**src/rtl/seg_scan_ctrl.sv**
```systemverilog
// Seven-segment scan controller: 8-bit binary -> 3 BCD digits (sequential double-dabble), multiplexed onto a common-anode bank.
// Optional leading-zero blanking when SEG_LZB_EN is defined.
module seg_scan_ctrl #(
    parameter int REFRESH_DIV = 50000
) (
    input  logic       clk,
    input  logic       reset,
    input  logic [7:0] value,
    input  logic       value_valid,
    output logic       busy,
    output logic       conv_done,
    output logic [6:0] seg_n,
    output logic [7:0] an_n,
    output logic       dp_n
);

    // state | meaning
    // IDLE  | waiting for value_valid, display registers stable
    // CONV  | one add-3/shift step per cycle, commit on the 8th shift
    typedef enum logic {
        IDLE = 1'b0,
        CONV = 1'b1
    } state_t;

    localparam int PW = (REFRESH_DIV > 2) ? $clog2(REFRESH_DIV) : 1;
    localparam logic [PW-1:0] PRE_LAST = PW'(REFRESH_DIV - 1);

    state_t      state;
    state_t      state_next;

    logic [7:0]  shreg;
    logic [11:0] scratch;
    logic [3:0]  bit_cnt;
    logic [11:0] scratch_adj;
    logic [19:0] shifted;

    logic        load;
    logic        shift_en;
    logic        commit;

    logic [3:0]  hund;
    logic [3:0]  tens;
    logic [3:0]  ones;

    logic [PW-1:0] pre;
    logic          tick;
    logic [1:0]    slot;
    logic [1:0]    slot_next;
    logic [6:0]    seg_next;
    logic [7:0]    an_next;

    function automatic logic [3:0] add3(input logic [3:0] n);
        return (n >= 4'd5) ? (n + 4'd3) : n;
    endfunction

    function automatic logic [6:0] seg_decode(input logic [3:0] d);
        logic [6:0] p;
        case (d)
            4'd0:    p = 7'b1000000;
            4'd1:    p = 7'b1111001;
            4'd2:    p = 7'b0100100;
            4'd3:    p = 7'b0110000;
            4'd4:    p = 7'b0011001;
            4'd5:    p = 7'b0010010;
            4'd6:    p = 7'b0000010;
            4'd7:    p = 7'b1111000;
            4'd8:    p = 7'b0000000;
            4'd9:    p = 7'b0010000;
            default: p = 7'b1111111;
        endcase
        return p;
    endfunction

    // ---------------- conversion FSM ----------------
    always_ff @(posedge clk or posedge reset) begin
        if (reset) state <= IDLE;
        else       state <= state_next;
    end

    always_comb begin
        state_next = state;
        case (state)
            IDLE:    if (value_valid) state_next = CONV;
            CONV:    if (bit_cnt == 4'd7) state_next = IDLE;
            default: state_next = IDLE;
        endcase
    end

    always_comb begin
        busy     = 1'b0;
        load     = 1'b0;
        shift_en = 1'b0;
        commit   = 1'b0;
        case (state)
            IDLE: load = value_valid;
            CONV: begin
                busy     = 1'b1;
                shift_en = 1'b1;
                commit   = (bit_cnt == 4'd7);
            end
            default: ;
        endcase
    end

    // ---------------- double-dabble datapath ----------------
    always_comb begin
        scratch_adj = {add3(scratch[11:8]), add3(scratch[7:4]), add3(scratch[3:0])};
        shifted     = {scratch_adj, shreg} << 1;
    end

    always_ff @(posedge clk or posedge reset) begin
        if (reset) begin
            shreg     <= '0;
            scratch   <= '0;
            bit_cnt   <= '0;
            hund      <= '0;
            tens      <= '0;
            ones      <= '0;
            conv_done <= 1'b0;
        end else begin
            conv_done <= commit;
            if (load) begin
                shreg   <= value;
                scratch <= '0;
                bit_cnt <= '0;
            end else if (shift_en) begin
                {scratch, shreg} <= shifted;
                bit_cnt          <= bit_cnt + 4'd1;
            end
            if (commit) begin
                hund <= shifted[19:16];
                tens <= shifted[15:12];
                ones <= shifted[11:8];
            end
        end
    end

    // ---------------- scan ----------------
    assign tick      = (pre == PRE_LAST);
    assign slot_next = slot + 2'd1;

    // Pattern for the slot about to be selected; uses the digits held before any same-edge commit.
    always_comb begin
        seg_next = 7'h7F;
        an_next  = 8'hFF;
        case (slot_next)
            2'd0: begin
                an_next  = 8'hFE;
                seg_next = seg_decode(ones);
            end
            2'd1: begin
                an_next  = 8'hFD;
                seg_next = seg_decode(tens);
`ifdef SEG_LZB_EN
                if ((hund == 4'd0) && (tens == 4'd0)) an_next = 8'hFF;
`endif
            end
            2'd2: begin
                an_next  = 8'hFB;
                seg_next = seg_decode(hund);
`ifdef SEG_LZB_EN
                if (hund == 4'd0) an_next = 8'hFF;
`endif
            end
            default: begin
                an_next  = 8'hFF;
                seg_next = 7'h7F;
            end
        endcase
    end

    always_ff @(posedge clk or posedge reset) begin
        if (reset) begin
            pre   <= '0;
            slot  <= 2'd3;
            seg_n <= 7'h7F;
            an_n  <= 8'hFF;
        end else begin
            if (tick) begin
                pre   <= '0;
                slot  <= slot_next;
                seg_n <= seg_next;
                an_n  <= an_next;
            end else begin
                pre <= pre + 1'b1;
            end
        end
    end

    assign dp_n = 1'b1;

endmodule

```
**config.mk**
```make
export PLATFORM = sky130hd
export DESIGN_NAME = seg_scan_ctrl
export DESIGN_NICKNAME = d
export VERILOG_FILES = /design/src/rtl/seg_scan_ctrl.sv
export SDC_FILE = /design/constraint.sdc
export NUM_CORES = 1
export LEC_CHECK = 0
export ABC_AREA = 1
export CAP_MARGIN = 20
export CORE_UTILIZATION = 38
export CTS_CLUSTER_SIZE = 40
export DETAILED_ROUTE_END_ITERATION = 6
export GPL_TIMING_DRIVEN = 0
export PLACE_DENSITY_LB_ADDON = 0.3
export SYNTH_ARGS = -nofsm -noshare
export SYNTH_HDL_FRONTEND = slang
export SYNTH_SLANG_ARGS = --single-unit
```
**constraint.sdc**
```tcl
create_clock -name clk -period 4 [get_ports clk]
set_clock_uncertainty 0.1 [all_clocks]
set_input_delay 0.8 -clock clk [delete_from_list [all_inputs] [get_ports clk]]
set_output_delay 0.8 -clock clk [all_outputs]
set_load 0.01 [all_outputs]
```
==> results of run 1 <==
## synthesized netlist by cell type (4+ instances only)
master,instances
nand2_1,151
inv_1,77
dfrtp_1,54
nor2_1,46
ha_1,33
nand3_1,28
o21ai_0,24
xor2_1,16
dfstp_2,12
o22ai_1,10
buf_4,7
nor3_1,6
a21oi_1,5
o21ai_1,5
o221ai_1,4
## layout by cell type, fill, tap and decap left out, types with 3 or more instances in the layout
cell / count
buf_2: 3
inv_1: 76
a21oi_1: 5
o21ai_1: 5
xor2_1: 16
conb_1: 6
clkdlybuf4s50_1: 22
buf_4: 7
nand4_1: 3
dfstp_2: 12
dfrtp_1: 54
nand3_1: 28
o21ai_0: 24
nor3_1: 6
o22ai_1: 10
nand2_1: 151
clkinv_2: 3
ha_1: 33
nor2_1: 46
inv_2: 3
o221ai_1: 4
clkbuf_8: 9
## worst min-delay path by stage
stage | depth (start not counted) | to
finish | 2 | an_n[0]
detailed placement | 2 | an_n[0]
global placement | 2 | an_n[1]
CTS | 2 | an_n[0]
floorplan | 1 | pre[0]
global route | 2 | an_n[0]
## worst reg2reg max path: cells and delay by family, from the launching register on
family / cells / cell delay [ns]
fa+ha+maj: 1 / 0.27
flops: 1 / 0.39
simple gates: 7 / 0.89
## cell families after synthesis
logic type	share of synthesized area
fa+ha+maj	0.105
other cells	0.000955
buf+inv	0.0975
simple gates	0.258
compound gates	0.0761
xor+xnor	0.0357
flops	0.424
mux	0.00255
## state kept, by name, summed over array words and instances (netlist names), 2 cells and up
| name | count |
|---|---|
| hund | 4 |
| tens | 4 |
| scratch | 12 |
| slot | 2 |
| an_n | 3 |
| pre | 16 |
| seg_n | 7 |
| ones | 4 |
| shreg | 8 |
| bit_cnt | 4 |
## area by class of cell
| class | count | share of cell area |
|---|---|---|
| buffer | 12 | 0.0182 |
| clock buffer | 9 | 0.0272 |
| clock inverter | 7 | 0.0154 |
| inverter | 80 | 0.0660 |
| multi-input combinational | 350 | 0.417 |
| sequential | 66 | 0.367 |
| tap | 133 | 0.0366 |
| timing repair buffer | 23 | 0.0528 |
## through the flow
| stage | cell area (um2) | std cells | setup WS [ns] | util | hold WS, ns |
|---|---|---|---|---|---|
| 2_1_floorplan | 3950 | 508 | 1.47 | - | 0.351 |
| 3_3_place_gp | 4330 | 663 | 0.334 | 0.437 | 0.360 |
| 3_5_place_dp | 4350 | 664 | 1.61 | 0.439 | 0.366 |
| 4_1_cts | 4550 | 680 | 1.66 | 0.459 | 0.377 |
| 5_1_grt | 4550 | 680 | 1.64 | 0.459 | 0.404 |
| 6_report | 4550 | 680 | 1.69 | 0.459 | 0.371 |
## report_power, final
part / internal [mW] / switching [mW]
registers: 0.842 / 0.155
logic: 0.412 / 0.678
clock network: 0.286 / 0.268
total: 1.54 / 1.10
## per-layer routing
metal  wire (um)  track usage  up-vias
met5           0            0        -
met4          17       0.0429        0
met3         229       0.0384        4
met2        3480        0.257       41
met1        3620        0.183     1402
li1            -            -     1631
==> results.ini, run 1 <==
[worst_setup_path]
cp_top_family = buffers and inverters
r2r-end = seg_n[1]
rrSetupSlack_ns = 2.28
crit_buf_inv = 1
required_ns = 3.10
max_stage_delay_ns = 0.54
cp_cell_sequence = clkdlybuf4s50_1
cp-end-kind = primary output
critPathCapture = seg_n[2]
slowest_stage = clkdlybuf4s50_1
path_max_fanout = 2
r2r-start = pre[0]
worst-path-stages = 1
critical_path_arrival_ns = 1.41
startpoint = seg_n[2]
cp-start-kind = flip-flop
worst-setup-path-type = reg2out
reg2reg_depth = 8

[clocking]
clkLatencyLatePin_ns = 0.35
cts_buffers = 9
cts_root_buf = clkbuf_8
cts_tree = done
clock_sinks = 66
clk_pin_slew_worst_paths_ns = 0.07
max-clock-path-buffers = 2
cts_resized = 0
cts_setup_buffers = 0
cts.hold.buffers_added = 0
htreeDepth = 3

[cells_and_area]
final_nets = 586
multi_input_area_mm2 = 0.00190
n_fill_cell = 1010
drive_above_1_share = 0.0932
diodes = 0
syn2layout_area_growth_pct = 15.8
regArea_mm2 = 0.00167

[die]
die-area_mm2 = 0.0107
initial_core_util = 0.396
fp.coreArea_mm2 = 0.00991
die_h_um = 104
core.rowCount = 36
pin_count = 29
die_w_um = 104

[sta]
max_slew_margin = 0.631
finalHoldViolations = 0
clock.fmax_mhz = 432
min_period_ns = 2.31
period_share = 0.579
worst_pin_slew_ns = 0.552
tns_ns = 0
slew_violations = 0
rsz0062_at_grt = no
setup_violations = 0

[yosys]
ys_warn_count = 0
synth_cell_types = 32
synth_edf_count = 0
synth_cells = 503
syn_avg_cell_area_um2 = 7.81
ys_ff_latch = 66
yosysTopAreaCell = dfrtp_1
synth_top_flop_cell = dfrtp_1
synth_top_area_share = 0.344
ys_seq_area_frac = 0.424
async_flop_share = 1.00
synth_area_leaders = dfrtp_1 (34%), nand2_1 (14%), ha_1 (11%)
synth_area_mm2 = 0.00393

[global_route]
grt_pass1_vias = 3000
overflow = 0
grt_use_total = 0.149
antenna_found_initial = 0
grt_max_degree = 43
grt_pass1_wl_mm = 13.2

[outcome]
status = completed

[min_path]
hold_path_class = reg2reg
hp-start = an_n[0]

[job]
max_cap_violations = 0

[pwr]
ir_drop_mv = 0.253
powerDensity_mw_per_mm2 = 581
power_mw = 2.64
leakage_nw = 2.30

[place]
io_buffer_count = 22
place_congestion = 0.821
hpwl_mm = 5.63

[route]
routed_wl_mm = 7.35
drc = 0
num_vias = 3078
wire_per_inst_um = 10.8
dr.pass1.iters = 6
vias_per_cell = 4.53
first_iter_violations = 76
ant_nets = 0

Note: power is estimated with default switching activity, not from simulation.
==> run 2, diff against run 1 <==
==> constraint.sdc (replaced) <==
create_clock -name clk -period 2 [get_ports clk]
set_clock_uncertainty 0.1 [all_clocks]
set_input_delay 0.4 -clock clk [delete_from_list [all_inputs] [get_ports clk]]
set_output_delay 0.4 -clock clk [all_outputs]
set_load 0.01 [all_outputs]
==> run 2 against run 1 <==
Global-route usage is 0.74 points higher. Critical path depth unchanged. Power increased by 100%. Count of clock-buffer cells in the layout increased by 1. Flip-flop and latch count stayed put. Via count up 1.6%. Die area stayed put. Non-clock buffer count did not move. Final area is 0.28% higher. Cell count unchanged. Clock power rose by 110%. Sequential share of layout area decreased by 0.10 points. Critical endpoint is now seg_n[0]. Largest power group unchanged.
==> results.ini, run 2 (synthesis results as in run 1) <==
[outcome]
status = completed

[cells_and_area]
top_regs = pre (16), scratch (12), shreg (8)
stdcell_count = 680  ; unchanged
regArea_mm2 = 0.00167  ; unchanged
final_nets = 586  ; unchanged
drive_above_1_share = 0.0932  ; unchanged
syn2layout_area_growth_pct = 16.1
n_fill_cell = 976  ; -3.4%
diodes = 0  ; unchanged
layout_common_cells = nand2_1 (151), inv_1 (76), dfrtp_1 (54)
top_register = pre
fin_area_mm2 = 0.00456  ; +0.28%
final_common_cell = nand2_1
multi_input_area_mm2 = 0.00190  ; unchanged
largest_register_ff_count = 16  ; unchanged

[worst_setup_path]
path_max_fanout = 2  ; unchanged
critical_path_arrival_ns = 1.41  ; about the same
cp-start-kind = flip-flop
worst-setup-path-type = reg2out
slowest_stage = dfstp_2
required_ns = 1.50  ; -1.60 ns
reg2reg_depth = 8  ; unchanged
crit_buf_inv = 1  ; unchanged
cp_cell_sequence = clkdlybuf4s50_1
rrSetupSlack_ns = 0.23  ; -2.05 ns
r2r-end = seg_n[1]
cp-end-kind = primary output
max_stage_delay_ns = 0.53  ; about the same
cp_top_family = flip-flops
r2r-start = pre[0]

[sta]
fin_ws_ns = 0.0856  ; -1.60 ns
slew_violations = 0  ; unchanged
worst_pin_slew_ns = 0.798  ; +0.246 ns
period_share = 0.957
max_slew_margin = 0.467  ; -0.164
setup_violations = 0  ; unchanged
finalHoldViolations = 0  ; unchanged
clock.fmax_mhz = 522
rsz0062_at_grt = no
min_period_ns = 1.91
tns_ns = 0  ; unchanged

[place]
place_congestion = 0.787  ; -4.1%
dp_slack_ns = 0.0131  ; -1.60 ns
io_buffer_count = 22  ; unchanged
dpl.cell_count = 664  ; unchanged
hpwl_mm = 5.64  ; +0.17%
dpl_cell_area_mm2 = 0.00436  ; about the same

[route]
routed_wl_mm = 7.43  ; +1.1%
num_vias = 3128  ; +1.6%
vias_per_cell = 4.60  ; +1.6%
first_iter_violations = 96  ; +26%
wire_per_inst_um = 10.9  ; +1.1%
drc = 0  ; unchanged
dr.pass1.iters = 4  ; -2
ant_nets = 0  ; unchanged

[die]
initial_core_util = 0.396  ; unchanged
die_w_um = 104  ; unchanged
die-area_mm2 = 0.0107  ; unchanged
fp.coreArea_mm2 = 0.00991  ; unchanged
die_h_um = 104  ; unchanged
core.rowCount = 36  ; unchanged
pin_count = 29  ; unchanged

[clocking]
cts_setup_buffers = 0  ; unchanged
cts_tree = done
max-clock-path-buffers = 2  ; unchanged
cts_buffers = 9  ; unchanged
cts_root_buf = clkbuf_8
clkLatencyLatePin_ns = 0.35  ; about the same
clock_sinks = 66  ; unchanged
clk_pin_slew_worst_paths_ns = 0.07  ; about the same
cts_resized = 0  ; unchanged
cts.hold.buffers_added = 0  ; unchanged
htreeDepth = 3  ; unchanged

[pwr]
power_mw = 5.34  ; +100%
ir_drop_mv = 0.518  ; +100%
powerDensity_mw_per_mm2 = 1170  ; +100%
leakage_nw = 2.30  ; about the same

[min_path]
hold_path_class = reg2reg
hold_end = an_n[1]
holdPathStages = 2  ; unchanged
hp-start = an_n[1]

[global_route]
overflow = 0  ; unchanged
grt_pass1_vias = 3143  ; +4.8%
grt_pass1_wl_mm = 13.8  ; +4.3%
antenna_found_initial = 0  ; unchanged
grt_use_total = 0.156  ; +0.00744
grt_max_degree = 36  ; -16%

[job]
max_cap_violations = 0  ; unchanged

## run 2: layer usage
metal / wire [um] / share of wire / vias up / GRT usage
li1: - / - / 1639 / -
met1: 3600 / 0.48 / 1445 / 0.194
met2: 3520 / 0.47 / 35 / 0.262
met3: 224 / 0.030 / 9 / 0.0441
met4: 83 / 0.011 / 0 / 0.0520
met5: 0 / 0 / - / 0
## run 2: final cells by class
cell class	count	share of cell area
buffer	12	0.0181
sequential	66	0.366
multi-input combinational	350	0.416
tap	133	0.0365
timing repair buffer	23	0.0527
clock inverter	6	0.0143
inverter	80	0.0667
clock buffer	10	0.0302
## run 2: worst max-delay path by stage
stage / startpoint / end / slack (ns) / cells past startpoint
after CTS: seg_n[0] / seg_n[0] / 0.06 / 1
after detailed placement: value_valid / scratch[7] / 0.01 / 5
after global placement: reset / tens[1] / -0.07 / 2
after global routing: seg_n[4] / seg_n[4] / 0.04 / 1
after floorplan: pre[0] / seg_n[0] / 0.48 / 8
final: seg_n[0] / seg_n[0] / 0.09 / 1
## run 2: through the flow
step / hold slack [ns] / utilization
2_1_floorplan: 0.351 / -
3_5_place_dp: 0.361 / 0.440
4_1_cts: 0.372 / 0.460
5_1_grt: 0.386 / 0.460
3_3_place_gp: 0.359 / 0.438
6_report: 0.370 / 0.460
## run 2: report_power, final
group / internal, mW / leakage (nW) / total [mW] / switching (mW)
Combinational: 0.827 / 1.39 / 2.19 / 1.36
Sequential: 1.68 / 0.810 / 1.99 / 0.310
Clock: 0.611 / 0.103 / 1.16 / 0.544
